===== src/rtl/tile_n_solver_pkg.sv =====
// Shared types for the tile-count solver: layer kinds, error flag layout and FSM states.
package tile_n_solver_pkg;

  typedef enum logic [1:0] {
    LT_PW  = 2'd0,
    LT_DW  = 2'd1,
    LT_STD = 2'd2,
    LT_LIN = 2'd3
  } layer_type_e;

  typedef enum logic [1:0] {
    ST_IDLE  = 2'd0,
    ST_LOAD  = 2'd1,
    ST_DIV   = 2'd2,
    ST_ALIGN = 2'd3
  } state_e;

  localparam int unsigned ERR_NOFIT = 0;
  localparam int unsigned ERR_DIV0  = 1;
  localparam logic [1:0]  ERR_NOFIT_M = 2'b01;
  localparam logic [1:0]  ERR_DIV0_M  = 2'b10;

  // Headroom above N_W so footprint products never wrap.
  localparam int unsigned EXT_W = 16;

endpackage


===== src/rtl/tile_n_solver_if.sv =====
// Start/done handshake and layer-geometry bundle between the controller and the tile-count solver.
interface tile_n_solver_if #(
  parameter int unsigned DIM_W = 8,
  parameter int unsigned N_W   = 32
);
  logic             start;
  logic             ready;
  logic [1:0]       layer_type;
  logic [1:0]       kH;
  logic [1:0]       kW;
  logic [DIM_W-1:0] tile_D;
  logic [DIM_W-1:0] tile_K;
  logic [DIM_W-1:0] tile_D_f;
  logic [DIM_W-1:0] tile_K_f;
  logic [DIM_W-1:0] M1;
  logic [DIM_W-1:0] M2;
  logic [DIM_W-1:0] M3;
  logic             done;
  logic [N_W-1:0]   tile_n;
  logic [1:0]       err;

  modport slave (
    input  start, layer_type, kH, kW, tile_D, tile_K, tile_D_f, tile_K_f, M1, M2, M3,
    output ready, done, tile_n, err
  );

  modport master (
    output start, layer_type, kH, kW, tile_D, tile_K, tile_D_f, tile_K_f, M1, M2, M3,
    input  ready, done, tile_n, err
  );
endinterface


===== src/rtl/tile_n_solver_seq_udiv.sv =====
// Restoring unsigned divider producing a W-bit quotient, one bit per cycle, from a (W+XW)-bit dividend.
// A quotient that would not fit in W bits saturates to all ones.
module seq_udiv #(
  parameter int unsigned W  = 32,
  parameter int unsigned XW = 16
) (
  input  logic            clk,
  input  logic            rst,
  input  logic            start,
  input  logic [W+XW-1:0] dividend,
  input  logic [W+XW-1:0] divisor,
  output logic            busy,
  output logic            done,
  output logic [W-1:0]    quotient
);

  localparam int unsigned DVD_W = W + XW;
  localparam int unsigned CNT_W = $clog2(W + 1);

  logic [DVD_W-1:0] rem_r;
  logic [DVD_W-1:0] dsr_r;
  logic [W-1:0]     quo_r;
  logic [CNT_W-1:0] cnt_r;
  logic             busy_r;
  logic             ovf_r;
  logic [DVD_W:0]   trial_s;
  logic             fit_s;

  // Trial subtraction for the current quotient bit.
  always_comb begin
    trial_s = {rem_r, quo_r[W-1]};
    fit_s   = (trial_s >= {1'b0, dsr_r});
  end

  // Iteration state: the low dividend bits shift out of quo_r as quotient bits shift in.
  always_ff @(posedge clk or posedge rst) begin
    if (rst) begin
      rem_r  <= '0;
      dsr_r  <= '0;
      quo_r  <= '0;
      cnt_r  <= '0;
      busy_r <= 1'b0;
      ovf_r  <= 1'b0;
    end else if (start) begin
      // Upper dividend bits start as the partial remainder; if they already reach the divisor the quotient overflows W bits.
      rem_r  <= DVD_W'(dividend[DVD_W-1:W]);
      quo_r  <= dividend[W-1:0];
      dsr_r  <= divisor;
      ovf_r  <= (DVD_W'(dividend[DVD_W-1:W]) >= divisor);
      cnt_r  <= '0;
      busy_r <= 1'b1;
    end else if (busy_r) begin
      rem_r  <= fit_s ? DVD_W'(trial_s - {1'b0, dsr_r}) : trial_s[DVD_W-1:0];
      quo_r  <= {quo_r[W-2:0], fit_s};
      cnt_r  <= cnt_r + CNT_W'(1);
      busy_r <= (cnt_r != CNT_W'(W - 1));
    end else begin
      busy_r <= 1'b0;
    end
  end

  // done flags the cycle whose edge computes the final bit; quotient is valid from the next cycle on.
  assign busy     = busy_r;
  assign done     = busy_r && (cnt_r == CNT_W'(W - 1));
  assign quotient = ovf_r ? {W{1'b1}} : quo_r;

endmodule


===== src/rtl/tile_n_solver.sv =====
// Computes the largest tile_n whose activations, weights, bias and psums fit in the GLB,
// with start/done handshake, early-exit error flags, clamping and pointwise alignment.
module tile_n_solver
  import tile_n_solver_pkg::*;
#(
  parameter longint unsigned GLB_BYTES     = 64'd65536,
  parameter int unsigned     BYTES_I       = 1,
  parameter int unsigned     BYTES_W       = 1,
  parameter int unsigned     BYTES_P       = 1,
  parameter int unsigned     DIM_W         = 8,
  parameter int unsigned     N_W           = 32,
  parameter int unsigned     PW_ALIGN_LOG2 = 2,
  parameter logic [N_W-1:0]  TILE_N_MAX    = {N_W{1'b1}}
) (
  input  logic            clk,
  input  logic            rst,
  tile_n_solver_if.slave  bus
);

  localparam int unsigned EW = N_W + EXT_W;
  localparam logic [N_W-1:0] ALIGN_MASK = ~((N_W'(1) << PW_ALIGN_LOG2) - N_W'(1));

  state_e           state_r;
  logic             ready_r;
  logic             done_r;
  logic [N_W-1:0]   tile_n_r;
  logic [1:0]       err_r;
  layer_type_e      lt_r;
  logic [1:0]       kh_r, kw_r;
  logic [DIM_W-1:0] td_r, tk_r, tdf_r, tkf_r, m1_r, m2_r, m3_r;
  logic             early_r;
  logic [N_W-1:0]   res_r;
  logic [1:0]       err_pend_r;

  logic [EW-1:0]    f_s, b_s, r_s, d_s, num_s;
  logic [EW:0]      avail_s, cost_s;
  logic             nofit_s;
  logic             div_start_s, div_busy_s, div_done_s;
  logic [N_W-1:0]   div_quo_s, q_s, aligned_s;
  logic             align_nofit_s;

  // Footprint arithmetic on the latched geometry; NUM<=0 is detected without signed math.
  always_comb begin
    f_s     = EW'(kh_r) * EW'(kw_r) * EW'(tdf_r) * EW'(tkf_r) * EW'(BYTES_W);
    b_s     = EW'(tk_r) * EW'(BYTES_P);
    r_s     = EW'(m2_r) * EW'(m3_r) * EW'(tk_r) * EW'(BYTES_P);
    d_s     = EW'(m1_r) * EW'(td_r) * EW'(BYTES_I) + EW'(m3_r) * EW'(tk_r) * EW'(BYTES_P);
    avail_s = {1'b0, EW'(GLB_BYTES)} + {1'b0, r_s};
    cost_s  = {1'b0, f_s} + {1'b0, b_s};
    nofit_s = (cost_s >= avail_s);
    num_s   = EW'(avail_s - cost_s);
    div_start_s = (state_r == ST_LOAD) && !nofit_s && (d_s != '0);
  end

  // Clamp and pointwise alignment of the divider result.
  always_comb begin
    q_s = (div_quo_s > TILE_N_MAX) ? TILE_N_MAX : div_quo_s;
    if (lt_r == LT_PW) begin
      aligned_s = q_s & ALIGN_MASK;
    end else begin
      aligned_s = q_s;
    end
    align_nofit_s = (aligned_s == '0) && (q_s != '0);
  end

  seq_udiv #(
    .W  (N_W),
    .XW (EXT_W)
  ) u_div (
    .clk      (clk),
    .rst      (rst),
    .start    (div_start_s),
    .dividend (num_s),
    .divisor  (d_s),
    .busy     (div_busy_s),
    .done     (div_done_s),
    .quotient (div_quo_s)
  );

  // Control FSM with registered handshake and result outputs.
  always_ff @(posedge clk or posedge rst) begin
    if (rst) begin
      state_r    <= ST_IDLE;
      ready_r    <= 1'b1;
      done_r     <= 1'b0;
      tile_n_r   <= '0;
      err_r      <= 2'b00;
      lt_r       <= LT_PW;
      kh_r       <= 2'd0;
      kw_r       <= 2'd0;
      td_r       <= '0;
      tk_r       <= '0;
      tdf_r      <= '0;
      tkf_r      <= '0;
      m1_r       <= '0;
      m2_r       <= '0;
      m3_r       <= '0;
      early_r    <= 1'b0;
      res_r      <= '0;
      err_pend_r <= 2'b00;
    end else begin
      done_r <= 1'b0;
      case (state_r)
        ST_IDLE: begin
          if (ready_r && bus.start) begin
            lt_r    <= layer_type_e'(bus.layer_type);
            kh_r    <= bus.kH;
            kw_r    <= bus.kW;
            td_r    <= bus.tile_D;
            tk_r    <= bus.tile_K;
            tdf_r   <= bus.tile_D_f;
            tkf_r   <= bus.tile_K_f;
            m1_r    <= bus.M1;
            m2_r    <= bus.M2;
            m3_r    <= bus.M3;
            ready_r <= 1'b0;
            state_r <= ST_LOAD;
          end else begin
            ready_r <= 1'b1;
          end
        end
        ST_LOAD: begin
          if (nofit_s) begin
            res_r      <= '0;
            err_pend_r <= ERR_NOFIT_M;
            early_r    <= 1'b1;
            state_r    <= ST_ALIGN;
          end else if (d_s == '0) begin
            res_r      <= TILE_N_MAX;
            err_pend_r <= ERR_DIV0_M;
            early_r    <= 1'b1;
            state_r    <= ST_ALIGN;
          end else begin
            early_r    <= 1'b0;
            state_r    <= ST_DIV;
          end
        end
        ST_DIV: begin
          // An idle divider here would be a fault; leaving DIV keeps the FSM from stalling.
          if (div_done_s || !div_busy_s) begin
            state_r <= ST_ALIGN;
          end else begin
            state_r <= ST_DIV;
          end
        end
        ST_ALIGN: begin
          // Early-exit results are reported as decided in LOAD, without alignment.
          if (early_r) begin
            tile_n_r <= res_r;
            err_r    <= err_pend_r;
          end else begin
            tile_n_r <= aligned_s;
            err_r    <= align_nofit_s ? ERR_NOFIT_M : 2'b00;
          end
          done_r  <= 1'b1;
          state_r <= ST_IDLE;
        end
        default: begin
          ready_r <= 1'b1;
          state_r <= ST_IDLE;
        end
      endcase
    end
  end

  assign bus.ready  = ready_r;
  assign bus.done   = done_r;
  assign bus.tile_n = tile_n_r;
  assign bus.err    = err_r;

endmodule

===== src/flat_wrapper.sv =====
// flat-port wrapper written by rule: the top's interface ports become plain ports
module tile_n_solver_flat import tile_n_solver_pkg::*;
#(
  parameter longint unsigned GLB_BYTES     = 64'd65536,
  parameter int unsigned     BYTES_I       = 1,
  parameter int unsigned     BYTES_W       = 1,
  parameter int unsigned     BYTES_P       = 1,
  parameter int unsigned     DIM_W         = 8,
  parameter int unsigned     N_W           = 32,
  parameter int unsigned     PW_ALIGN_LOG2 = 2,
  parameter logic [N_W-1:0]  TILE_N_MAX    = {N_W{1'b1}}
)
  (clk, rst, bus_start, bus_layer_type, bus_kH, bus_kW, bus_tile_D, bus_tile_K, bus_tile_D_f, bus_tile_K_f, bus_M1, bus_M2, bus_M3, bus_ready, bus_done, bus_tile_n, bus_err);
  tile_n_solver_if #(.DIM_W(DIM_W), .N_W(N_W)) bus_i ();
  input  logic clk;
  input  logic rst;
  input wire logic [$bits(bus_i.start)-1:0] bus_start;
  input wire logic [$bits(bus_i.layer_type)-1:0] bus_layer_type;
  input wire logic [$bits(bus_i.kH)-1:0] bus_kH;
  input wire logic [$bits(bus_i.kW)-1:0] bus_kW;
  input wire logic [$bits(bus_i.tile_D)-1:0] bus_tile_D;
  input wire logic [$bits(bus_i.tile_K)-1:0] bus_tile_K;
  input wire logic [$bits(bus_i.tile_D_f)-1:0] bus_tile_D_f;
  input wire logic [$bits(bus_i.tile_K_f)-1:0] bus_tile_K_f;
  input wire logic [$bits(bus_i.M1)-1:0] bus_M1;
  input wire logic [$bits(bus_i.M2)-1:0] bus_M2;
  input wire logic [$bits(bus_i.M3)-1:0] bus_M3;
  output wire logic [$bits(bus_i.ready)-1:0] bus_ready;
  output wire logic [$bits(bus_i.done)-1:0] bus_done;
  output wire logic [$bits(bus_i.tile_n)-1:0] bus_tile_n;
  output wire logic [$bits(bus_i.err)-1:0] bus_err;
  assign bus_i.start = bus_start;
  assign bus_i.layer_type = bus_layer_type;
  assign bus_i.kH = bus_kH;
  assign bus_i.kW = bus_kW;
  assign bus_i.tile_D = bus_tile_D;
  assign bus_i.tile_K = bus_tile_K;
  assign bus_i.tile_D_f = bus_tile_D_f;
  assign bus_i.tile_K_f = bus_tile_K_f;
  assign bus_i.M1 = bus_M1;
  assign bus_i.M2 = bus_M2;
  assign bus_i.M3 = bus_M3;
  assign bus_ready = bus_i.ready;
  assign bus_done = bus_i.done;
  assign bus_tile_n = bus_i.tile_n;
  assign bus_err = bus_i.err;
  tile_n_solver #(.GLB_BYTES(GLB_BYTES), .BYTES_I(BYTES_I), .BYTES_W(BYTES_W), .BYTES_P(BYTES_P), .DIM_W(DIM_W), .N_W(N_W), .PW_ALIGN_LOG2(PW_ALIGN_LOG2), .TILE_N_MAX(TILE_N_MAX)) u_core (.clk(clk), .rst(rst), .bus(bus_i));
endmodule

===== config.mk =====
export PLATFORM = sky130hd
export DESIGN_NAME = tile_n_solver_flat
export DESIGN_NICKNAME = d
export VERILOG_FILES = /design/src/rtl/tile_n_solver_pkg.sv /design/src/rtl/tile_n_solver_if.sv /design/src/rtl/tile_n_solver_seq_udiv.sv /design/src/rtl/tile_n_solver.sv /design/src/flat_wrapper.sv
export SDC_FILE = /design/constraint.sdc
export NUM_CORES = 2
export LEC_CHECK = 0
export CELL_PAD_IN_SITES_DETAIL_PLACEMENT = 1
export CELL_PAD_IN_SITES_GLOBAL_PLACEMENT = 2
export CORE_ASPECT_RATIO = 0.8
export CORE_MARGIN = 10
export CORE_UTILIZATION = 44
export DETAILED_ROUTE_END_ITERATION = 10
export PLACE_DENSITY_LB_ADDON = 0.25
export SYNTH_ARGS = -nofsm -noshare
export SYNTH_HDL_FRONTEND = slang
export SYNTH_SLANG_ARGS = --single-unit

===== constraint.sdc =====
create_clock -name clk -period 26.3 [get_ports clk]
set_input_delay 5.26 -clock clk [delete_from_list [all_inputs] [get_ports clk]]
set_output_delay 5.26 -clock clk [all_outputs]
set_load 0.01 [all_outputs]

==> qor.csv <==
stage,metric,value,unit
run_status,status,"complete, no violations",
clock_network,cts-hold-fix-buffers,0,
flow_run,maxCapViolations,0,
layout,antenna_cells,0,
synthesis,yosys-top-cells-area,"fa_1 (22%), dfrtp_1 (19%), ha_1 (14%)",
drt,routed_wl,74900,um
clock_network,h-tree-depth,1,
global_route,grt_pass1_wl,125000,um
worst_setup_path,cpPeakStageDelay,0.73,ns
sta,hold_viol,0,
synthesis,async_reset_ff_share,100,%
clock_network,cts_root_buf,clkbuf_16,
synthesis,syn_area,27900,um2
placement,io_buffer_count,100,
sta,worst_clock_skew,0.0146,ns
sta,period_minus_slack,12.99,ns
drt,firstDrtPassIters,5,
sta,clock.fmax,0.0770,GHz
drt,drc,0,
global_route,grtUsageTotal,20.4,%
synthesis,syn_avg_cell_area,9.19,um2
global_route,grt_start_max_net_pins,85,
sta,slew_viol_final,0,
worst_setup_path,cp.required,26.76,ns
clock_network,post_cts_buffers,0,
synthesis,yosysTopAreaCell,fa_1,
sta,hold_slack,0.514,ns
synthesis,yosysWarnings,0,
layout,area_delta_synth_final,9.42,%
die,die_h,245,um
worst_setup_path,cp.arrival,13.44,ns
placement,gp_congestion,0.847,
worst_setup_path,crit_path_frequent_cell,fa_1,
synthesis,syn-num-nets,3710,
die,start_util,44.5,%
worst_setup_path,critPathKind,reg -> reg,
drt,vias,20958,
die,core,62700,um2
worst_setup_path,reg2reg_slack,13.31,ns
synthesis,yosysSeqAreaShare,18.7,%
layout,fin_nets,3747,
sta,final.setup.tns,0,ns
sta,tightest_slew,1.29,ns
global_route,antenna_found_initial,0,
drt,wl_per_cell,19.0,um
sta,final-setup-viol-count,0,
die,dieArea,73900,um2
sta,rsz0062_at_grt,false,
global_route,gr-total-overflow,0,
synthesis,syn_inst,3037,
drt,vias_per_cell,5.33,
synthesis,synth_cell_types,80,
die,rows,82,
sta,fin_crit_sh,49.4,%
die,die_x,302,um
clock_network,cts_tree,built,
worst_setup_path,critPathMaxFanout,17,
synthesis,ys_ff_latch,208,
drt,drt_iter0_markers,899,
global_route,grt_pass1_vias,23325,
clock_network,post_cts_resized,0,
drt,ant_nets,0,
worst_setup_path,worstSetupStartpointType,flip-flop,
clock_network,clock_path_buffers,3,
synthesis,synthFlopType,dfrtp_1,
clock_network,clk_transition_reported_paths,0.06,ns
clock_network,cts_buffers,26,
die,ios,101,
hold_path,hold_path_class,reg -> reg,
synthesis,synth_top_area_share,21.5,%
worst_setup_path,endpoint_kind,flip-flop,
synthesis,synth_edf_count,0,
clock_network,clkLatencyLatePin,0.59,ns
sta,slew_headroom,14.1,%
layout,final_core_util,48.7,%
worst_setup_path,cp_slowest_cell,a31oi_1,
layout,drive_gt1_share,6.11,%
clock_network,cts.sinks,208,
placement,hpwl,59500,um
==> cell families (layout without fill, tap and decap cells) <==
family,Yosys count,count (layout),share of synthesized area (%)
AND/OR/NAND/NOR,916,916,17.1
buffers and inverters,613,670,8.50
adder cells (fa/ha/maj),608,608,35.3
AO/OA/AOI/OAI,389,389,9.70
flip-flops,208,208,18.7
multiplexers,187,187,7.10
XOR/XNOR,116,116,3.64
==> routing by layer <==
layer / wire [um] / share of wire, % / GRT usage (%)
met5: 0 / 0 / 0
met4: 1470 / 2.0 / 4.12
met3: 2070 / 2.8 / 1.97
met2: 36700 / 49 / 35.1
met1: 34700 / 46 / 27.8
==> per-stage QoR <==
step	instances	setup WS [ns]	instance area [um2]
6_report	3934	13.31	30500
5_1_grt	3934	12.42	30500
4_1_cts	3934	13.30	30500
3_5_place_dp	3886	13.37	29600
3_3_place_gp	3886	13.92	29600
2_1_floorplan	3037	15.12	27900
==> flip-flops by register name (all words and copies together), names as in the netlist, 17 cells and up <==
register and cells:
u_core.bus.tile_n 32, u_core.u_div.dsr_r 17, u_core.u_div.quo_r 32, u_core.u_div.rem_r 48
==> cells in the mapped netlist, types with 72 or more instances <==
library cell	n
nor2_1	164
a21oi_1	94
dfrtp_1	207
xnor2_1	72
nand2_1	227
ha_1	308
fa_1	300
mux2_2	75
mux2i_1	101
and2_1	294
clkbuf_1	88
inv_1	507
==> cell usage in the layout (no fill, tap or decap), types with 6 or more instances in the layout <==
cell type,synthesis,routed
a211oi_1,20,20
a211oi_2,17,17
a21o_1,40,40
a21oi_1,94,94
a31o_2,9,9
a31oi_1,8,8
and2_1,294,294
and3_1,28,28
buf_4,8,14
clkbuf_16,0,26
clkdlybuf4s50_1,0,100
clkinvlp_4,0,7
dfrtp_1,207,206
fa_1,300,300
ha_1,308,308
inv_1,507,506
mux2_1,11,11
mux2_2,75,75
mux2i_1,101,101
nand2_1,227,227
nand2b_1,37,37
nand3_1,32,31
nand4_1,22,22
nor2_1,164,164
nor2b_1,22,22
nor3_1,31,30
nor4_1,15,15
o211ai_1,15,15
o21a_1,17,17
o21ai_0,61,60
o21bai_1,9,9
o22ai_1,33,33
or2_2,8,8
or3_1,6,6
xnor2_1,72,72
xor2_1,44,44
==> path summary, 6_finish.rpt <==
path / from / to / cells after the start
setup / recovery: u_core.m3_r[4] / u_core.u_div.ovf_r / 45
hold / removal: u_core.u_div.dsr_r[16] / u_core.u_div.dsr_r[16] / 1
setup reg to reg: u_core.m3_r[4] / u_core.u_div.ovf_r / 45
hold reg to reg: u_core.u_div.dsr_r[16] / u_core.u_div.dsr_r[16] / 1
max in group asynchronous: rst / u_core.u_div.busy / 3
min in group asynchronous: rst / u_core.bus.tile_n[18] / 2
==> critical path, delay by kind of cell (launching register included) <==
family / cells / cell delay (ns)
XOR/XNOR: 2 / 0.83
AO/OA/AOI/OAI: 15 / 3.25
adder cells (fa/ha/maj): 12 / 5.50
AND/OR/NAND/NOR: 11 / 1.99
buffers and inverters: 4 / 0.39
flip-flops: 1 / 0.58
multiplexers: 1 / 0.32
==> final cells by class <==
cell class / instances / area, um2
Fill cell: 7198 / 32200
Multi-Input combinational cell: 2216 / 20300
Sequential cell: 208 / 5210
Inverter: 508 / 1910
Timing Repair Buffer: 114 / 1110
Tap cell: 840 / 1050
Clock buffer: 34 / 721
Clock inverter: 14 / 174
Power is left out: the tool's default activity adds up to more than one toggle a clock period on the data nets, which glitch-free logic cannot reach.
